### config.mk
export PLATFORM = sky130hd
export DESIGN_NAME = mandlebrot_sched
export DESIGN_NICKNAME = d
export VERILOG_FILES = /design/src/rtl/mandlebrot_sched.sv
export SDC_FILE = /design/constraint.sdc
export NUM_CORES = 1
export LEC_CHECK = 0
export CORE_ASPECT_RATIO = 1.75
export CORE_MARGIN = 2
export CORE_UTILIZATION = 30
export DETAILED_ROUTE_END_ITERATION = 10
export PLACE_DENSITY_LB_ADDON = 0.05
export SYNTH_ARGS = -nofsm -noshare
export SYNTH_HDL_FRONTEND = slang
export SYNTH_SLANG_ARGS = --single-unit
### constraint.sdc
create_clock -name clk -period 2.82 [get_ports clk]
set_input_delay 0.282 -clock clk [delete_from_list [all_inputs] [get_ports clk]]
set_output_delay 0.282 -clock clk [all_outputs]
set_load 0.005 [all_outputs]
### src/rtl/mandlebrot_sched.sv
// Mandelbrot pixel scheduler: circulates up to LATENCY+1 pixels through an external
// squaring datapath. Define MANDLEBROT_SCHED_STATS_EN to enable the retire counter.
`timescale 1ns/1ps
module mandlebrot_sched #(
  parameter int WIDTH    = 8,
  parameter int ID_W     = 8,
  parameter int ITER_W   = 8,
  parameter int MAX_ITER = 255,
  parameter int LATENCY  = 2*WIDTH+4
) (
  input  logic              clk,
  input  logic              rst_n,
  input  logic              in_valid,
  output logic              in_ready,
  input  logic [WIDTH-1:0]  in_re,
  input  logic [WIDTH-1:0]  in_im,
  input  logic [ID_W-1:0]   in_id,
  output logic              out_valid,
  input  logic              out_ready,
  output logic [ID_W-1:0]   out_id,
  output logic [ITER_W-1:0] out_iter,
  output logic              out_escaped,
  output logic              dp_valid_o,
  output logic [WIDTH-1:0]  dp_re_o,
  output logic [WIDTH-1:0]  dp_im_o,
  input  logic              dp_valid_i,
  input  logic [WIDTH-1:0]  dp_re_i,
  input  logic [WIDTH-1:0]  dp_im_i,
  input  logic              dp_escaped_i,
  output logic [15:0]       stat_retired,
  output logic              idle
);

  localparam int SLOTS = LATENCY + 1;
  localparam int BW    = $clog2(SLOTS + 1);

  typedef struct packed {
    logic [WIDTH-1:0]  c_re;
    logic [WIDTH-1:0]  c_im;
    logic [ID_W-1:0]   id;
    logic [ITER_W-1:0] iter;
    logic              hold;
    logic              esc;
  } tag_t;

  logic [SLOTS-1:0] live_q;
  tag_t             tag_q [SLOTS];
  logic [BW-1:0]    blank_q;

  tag_t              ret;
  logic              ret_live;
  logic              dp_seen;
  logic [ITER_W-1:0] iter_n;
  logic              finish;
  logic              want_retire;
  logic              can_retire;
  logic              retire;
  logic              take_in;

  tag_t              iss_tag;
  logic              iss_live;
  logic [WIDTH-1:0]  iss_re;
  logic [WIDTH-1:0]  iss_im;

  // Slot returning from the datapath this cycle.
  assign ret      = tag_q[SLOTS-1];
  assign ret_live = live_q[SLOTS-1];

  // Returns that were launched before reset are masked until the loop has flushed.
  assign dp_seen = dp_valid_i && (blank_q == '0);

  assign iter_n      = ret.iter + ITER_W'(1);
  assign finish      = ret_live && !ret.hold &&
                       (dp_escaped_i || (iter_n == ITER_W'(MAX_ITER)));
  assign want_retire = ret_live && (ret.hold || finish);
  assign can_retire  = !out_valid || out_ready;
  assign retire      = want_retire && can_retire;

  assign in_ready = !(dp_seen || ret_live) || retire;
  assign take_in  = in_valid && in_ready;

  // NOTE: every variable gets a default before the branches so no latch is inferred.
  always_comb begin
    iss_live = 1'b0;
    iss_tag  = ret;
    iss_re   = dp_re_i + ret.c_re;
    iss_im   = dp_im_i + ret.c_im;
    if (ret_live && !retire) begin
      iss_live = 1'b1;
      if (want_retire) begin
        // Finished but output busy: recirculate with result frozen.
        iss_tag.hold = 1'b1;
        if (!ret.hold) begin
          iss_tag.iter = iter_n;
          iss_tag.esc  = dp_escaped_i;
        end
      end else begin
        iss_tag.iter = iter_n;
      end
    end else if (take_in) begin
      iss_live     = 1'b1;
      iss_tag.c_re = in_re;
      iss_tag.c_im = in_im;
      iss_tag.id   = in_id;
      iss_tag.iter = '0;
      iss_tag.hold = 1'b0;
      iss_tag.esc  = 1'b0;
      iss_re       = in_re;
      iss_im       = in_im;
    end
  end

  // NOTE: sequential state uses non-blocking assignments so every flop samples pre-edge values.
  always_ff @(posedge clk or negedge rst_n) begin
    if (!rst_n) begin
      live_q     <= '0;
      dp_valid_o <= 1'b0;
      blank_q    <= BW'(SLOTS);
    end else begin
      live_q     <= {live_q[SLOTS-2:0], iss_live};
      dp_valid_o <= iss_live;
      if (blank_q != '0) blank_q <= blank_q - BW'(1);
    end
  end

  // NOTE: slot payloads and datapath words are not reset; they are only meaningful when
  // the matching live bit is set, which is reset.
  always_ff @(posedge clk) begin
    tag_q[0] <= iss_tag;
    for (int k = 1; k < SLOTS; k++) tag_q[k] <= tag_q[k-1];
    dp_re_o <= iss_re;
    dp_im_o <= iss_im;
  end

  always_ff @(posedge clk or negedge rst_n) begin
    if (!rst_n) begin
      out_valid   <= 1'b0;
      out_id      <= '0;
      out_iter    <= '0;
      out_escaped <= 1'b0;
    end else if (retire) begin
      out_valid   <= 1'b1;
      out_id      <= ret.id;
      out_iter    <= ret.hold ? ret.iter : iter_n;
      out_escaped <= ret.hold ? ret.esc  : dp_escaped_i;
    end else if (out_ready) begin
      out_valid <= 1'b0;
    end
  end

  assign idle = !(|live_q) && !out_valid;

`ifdef MANDLEBROT_SCHED_STATS_EN
  logic [15:0] stat_q;

  always_ff @(posedge clk or negedge rst_n) begin
    if (!rst_n) begin
      stat_q <= '0;
    end else if (retire && (stat_q != 16'hFFFF)) begin
      stat_q <= stat_q + 16'd1;
    end
  end

  assign stat_retired = stat_q;
`else
  assign stat_retired = 16'h0000;
`endif

endmodule

* Word-level counts from Yosys, hierarchy flattened
Memories as Yosys holds them, arrays and structs flattened.
Cells that the tools add are included.
** Storage, ports and cells
- Register bits after elaboration :: 61
- Memory bits (writable) :: 714
- Bits of input ports :: 46
- Memories kept :: 1
** Memories
- tag_q :: words 21, bits a word 34, read ports 21, clocked after Yosys merged registers in 0, wr ports 21, line 47 : tag_t tag_q [SLOTS];
** Cells by class
- Add/subtract/negate cells :: 4
- Equal/unequal tests :: 1
- Muxes and demuxes :: 15
- Reduce and logical (&&, ||, !) cells :: 22
** Operator list (count)
- two-way mux 8 bit :: 6
- two-way mux 34 bit :: 1
- two-way mux 24 bit :: 1
- OR reduction 21 bit :: 1
- adder 8 bit :: 2
- two-way mux 10 bit :: 1
- adder 8 x 1 -> 8 bit (second input constant) :: 1
- == test 8 bit (second input constant) :: 1
- logical AND 1 bit :: 8
- zero test 1 bit :: 5
- zero test 5 bit :: 1
- logical OR 1 bit :: 5
- two-way mux 1 bit :: 5
- nonzero test 5 bit :: 1
- subtractor 5 x 1 -> 5 bit (second input constant) :: 1
- two-way mux 2 bit :: 1
- nonzero test 2 bit :: 1

* Logic depth before layout (Yosys ltp)
An unclocked memory read counts as a cell.
- Word-level depth :: 12
- Mapped depth :: 11
- Depth with buffers taken out :: 9

* Worst setup path before layout
Ideal clock, no wire load.
- Kind :: reg-to-reg
- Start :: memory tag_q[2][139] in the netlist's numbering
- End :: register dp_im_o[0]
- Setup time :: 121 ps
- Arrival :: 2334 ps
- Data required time :: 2699 ps
- Path slack :: 365 ps
- Cell stages (with the launch flop) :: 10
- Period minus slack after synthesis :: 2455 ps
- Cells stage by stage :: dfxtp_1 -> ha_1 -> and3_2 -> mux2i_1 -> o2bb2ai_2 -> o31ai_4 -> and3_1 -> buf_6 -> buf_12 -> mux2_2
** RTL lines
- start: declaration :: line 47
- end signal: assignment :: line 132 : dp_im_o <= iss_im;
- end: declaration :: line 25 : output logic [WIDTH-1:0] dp_im_o,

==> summary.md <==
| Metric | Value |
|---|---|
| Final setup margin | around 0.16 ns |
| Fmax | 375 MHz |
| Peak VDD IR | between 0.4 and 0.5 mV |
| Max-slew violations | 0 |
| Total grt overflow | 0 |
| Worst setup SP type | register |
| Final #Nets | 1276 |
| Top-count cell post-synth | dfxtp_1 |
| Clock Skews | about 0.011 ns |
| Initial core utilization | a little over 30% |
| Non-filler cells, final | ~2000 |
| Synth Area in Simple Gates | around 2.5% |
| Yosys Warn Count | 0 |
| Fin area | between 20000 and 25000 um^2 |
| First-pass GRT wire length | roughly 42000 um |
| Io pins | about 100 |
| WP data arrival | 2.38 ns |
| Leading area contributor after synthesis | dfxtp_1 |
| Synth cell types | 58 |
| Compound-Gate Fraction of Synth Area | slightly below 2% |
| Top-area cell type share of the netlist area | around 81% |
| Status | complete, no violations |
| Fin Setup TNS | 0 ns |
| Crit path capture type | output pin |
| ANT nets after route | 0 |
| Final setup fails | 0 |
| DPL Wire Length | ~15000 um |
| P&R area growth vs syn | 22.9% |
| Final hold viol count | 0 |
| CORE AREA | 59400 um^2 |
| Die Ht | ~330 um |
| Total number of vias | ~7400 |
| Leakage Power | 9.16 nW |
| Mux share of post-synthesis cell area | ~4.0% |
| Number of global-route vias before repair | around 8000 |
| R2r endpoint | dp_re_o[7]$_DFF_P_ |
| Ratio of cells with drive above 1 in the final layout | between 10% and 20% |
| Synth Flop Type | dfxtp_1 |
| Die area | 62200 um^2 |
| Post-synth top cells | 730 x dfxtp_1, 41 x dfrtp_1, 35 x mux2_2, 20 x nor2_1 |
| # rows | around 120 |
| TritonCTS clock tree | done |
| Syn_area_per_cell | between 15 and 20 um^2 |
| Clock transition at the registers of the reported paths | approximately 0.060 ns |
| Instance count of the mapped netlist | about 1100 |
| Worst slew pin tran | roughly 0.86 ns |
| Diode count | 0 |
| Sequential fraction of the synthesis area | 87.2% |
| Final worst path period share | between 90% and 100% |
| Max-cap violation count | 0 |
| Drt first-iter violations | approximately 200 |
| Critical path class | register to output pin |
| Min-delay src | in_im[1] |
| Sink Count | ~770 |
| R2R Setup Slk | between 0.2 and 0.3 ns |
| Drt first pass iters | 4 |
| GPL Wtd Cong | roughly 0.74 |
| Clock Latency Late Sink | 0.58 ns |
| Main combinational cell family by area after synthesis | multiplexers |
| Largest net degree at the start of global routing | 38 |
| RSZ-0062 raised after global routing | false |
| Post-synth EDFFs | 0 |
| Input/output buffers | slightly above 80 |
| Post-Synth Adder-Cell Area | 1.47% |
| Worst Hold Path Cells | 3 |
| WHS Endpoint | dp_im_o[1]$_DFF_P_ |
| DRT Wirelength | about 26000 um |
| Synthesis-stage register bit count | just under 800 |
| Cell Pwr Density | 998 nW/um^2 |
| Async SR Flop Fraction | 5.68% |
| DR vias/cell | 3.66 |
| Setup WS pre-CTS | roughly 0.13 ns |
| Peak fanout along the critical path | 7 |
| Top cells by area, synth | dfxtp_1 81%, dfrtp_1 5.7%, mux2_2 2.2% |
| CP required | about 2.5 ns |
| Slew margin rel. | between 40% and 50% |
| Max Root-Sink Buffers | 3 |
| Mean routed wirelength per cell | between 10 and 15 um |
| XOR/XNOR Fraction of Synth Area | approximately 1.1% |
| CTS root buf | clkbuf_16 |
| Placed insts | 1915 |
| Mapped Area | ~18000 um^2 |
| Minimum clock period | between 2 and 3 ns |
| Worst r2r src | tag_q[2][143]$_DFF_P_ |
| GR Util All Layers | 8.84% |
| Chip width | roughly 190 um |
| Type of the most critical hold path | primary input to register |
| CTS Buf Count | between 60 and 70 |
| Placed cell area | 19800 um^2 |
| DRC | 0 |
| CTS H-Tree Depth | 3 |
| Initial antenna violation count | 0 |
| Reg2Reg Depth | 8 |
| Setup crit start | tag_q[2][143]$_DFF_P_ |
==> power breakdown <==
group	internal [mW]	switching, mW	total (mW)
logic	0.414	0.261	0.675
clock network	5.62	3.83	9.45
registers	11.8	0.236	12.0
==> flip-flops by register name, indices dropped and copies added (netlist names) <==
signal / flops
blank_q: 5
dp_re_o: 8
out_escaped: 1
live_q: 21
out_id: 8
dp_im_o: 8
tag_q: 714
out_iter: 8
out_valid: 1
==> layout by cell type, fill, tap and decap left out, types with 3 or more instances in the layout <==
| master | instances |
|---|---|
| dfstp_2 | 3 |
| dfxtp_2 | 5 |
| nor4_1 | 4 |
| nor3_1 | 5 |
| nand4_1 | 3 |
| nand2b_1 | 6 |
| inv_1 | 18 |
| clkbuf_8 | 11 |
| bufinv_16 | 8 |
| buf_4 | 16 |
| clkbuf_1 | 10 |
| conb_1 | 16 |
| a21oi_1 | 8 |
| o21ai_0 | 15 |
| dfrtp_1 | 41 |
| nand2_1 | 10 |
| clkinv_2 | 10 |
| dfxtp_1 | 723 |
| ha_1 | 18 |
| mux2_2 | 35 |
| mux2_4 | 17 |
| xnor2_1 | 16 |
| nor2_1 | 20 |
| clkdlybuf4s50_1 | 79 |
| clkbuf_16 | 71 |
| a32oi_1 | 3 |
| xor2_1 | 6 |
| a21o_1 | 6 |
| nor2b_1 | 6 |
| nand3b_1 | 4 |
| mux2i_1 | 6 |
==> cell type report <==
cell class | instances | area, um^2
fill | 5623 | 37200
clock inverter | 23 | 332
clock buffer | 92 | 1970
tap | 780 | 976
timing repair buffer | 101 | 983
multi-input combinational | 246 | 2110
inverter | 18 | 67.6
sequential | 774 | 15700
==> per-layer routing <==
metal | part of all wire [%] | wire length (um) | vias to the layer above | global-route usage [%]
li1 | - | - | 3665 | -
met1 | 45 | 11800 | 3553 | 10.6
met2 | 46 | 12000 | 163 | 14.0
met3 | 5.9 | 1540 | 65 | 2.93
met4 | 3.4 | 904 | 0 | 4.84
met5 | 0 | 0 | - | 0
==> cell families (layout without fill, tap and decap cells) <==
family	after synthesis	in the layout
adders and majority gates	20	20
buffers and inverters	45	234
xor gates and xnor gates	22	22
muxes	59	59
DFF	774	774
and+or+nand+nor	80	80
AOI/OAI and AO/OA	49	49
other	1	16
==> critical path: stages (launching register included) <==
cell and delay [ns]:
dfxtp_2 0.40, nand4_1 0.16, or3_1 0.36, and3_4 0.23, o31ai_4 0.25, and2_4 0.17
dlygate4sd2_1 0.23
==> metrics by stage <==
| stage | util (%) | power [mW] | hold WS [ns] |
|---|---|---|---|
| floorplan | - | 12.5 | -0.0136 |
| global placement | 33.3 | 12.9 | 0.310 |
| detailed placement | 33.3 | 12.9 | 0.312 |
| CTS | 37.3 | 22.6 | 0.246 |
| global route | 37.3 | 23.1 | 0.280 |
| finish | 37.3 | 22.1 | 0.291 |
==> worst max path at each step <==
| stage | to | slack [ns] | cells past startpoint |
|---|---|---|---|
| 6_report | in_ready | 0.16 | 6 |
| 4_1_cts | in_ready | 0.1 | 7 |
| 3_3_place_gp | dp_re_o[0]$_DFF_P_ | 0.16 | 8 |
| 2_1_floorplan | dp_im_o[0]$_DFF_P_ | 0.37 | 9 |
| 3_5_place_dp | dp_re_o[3]$_DFF_P_ | 0.13 | 8 |
| 5_1_grt | in_ready | 0.04 | 7 |
==> timing repair <==
| item | CTS | global route |
|---|---|---|
| hold endpoints to repair | 34 | 0 |
| resized for setup | 20 | 0 |
| buffers inserted | 3 | 0 |
| hold buffers | 1 | 0 |
| endpoints found under the setup margin | 2 | 0 |
No activity file was read; power rests on OpenSTA's default activity.
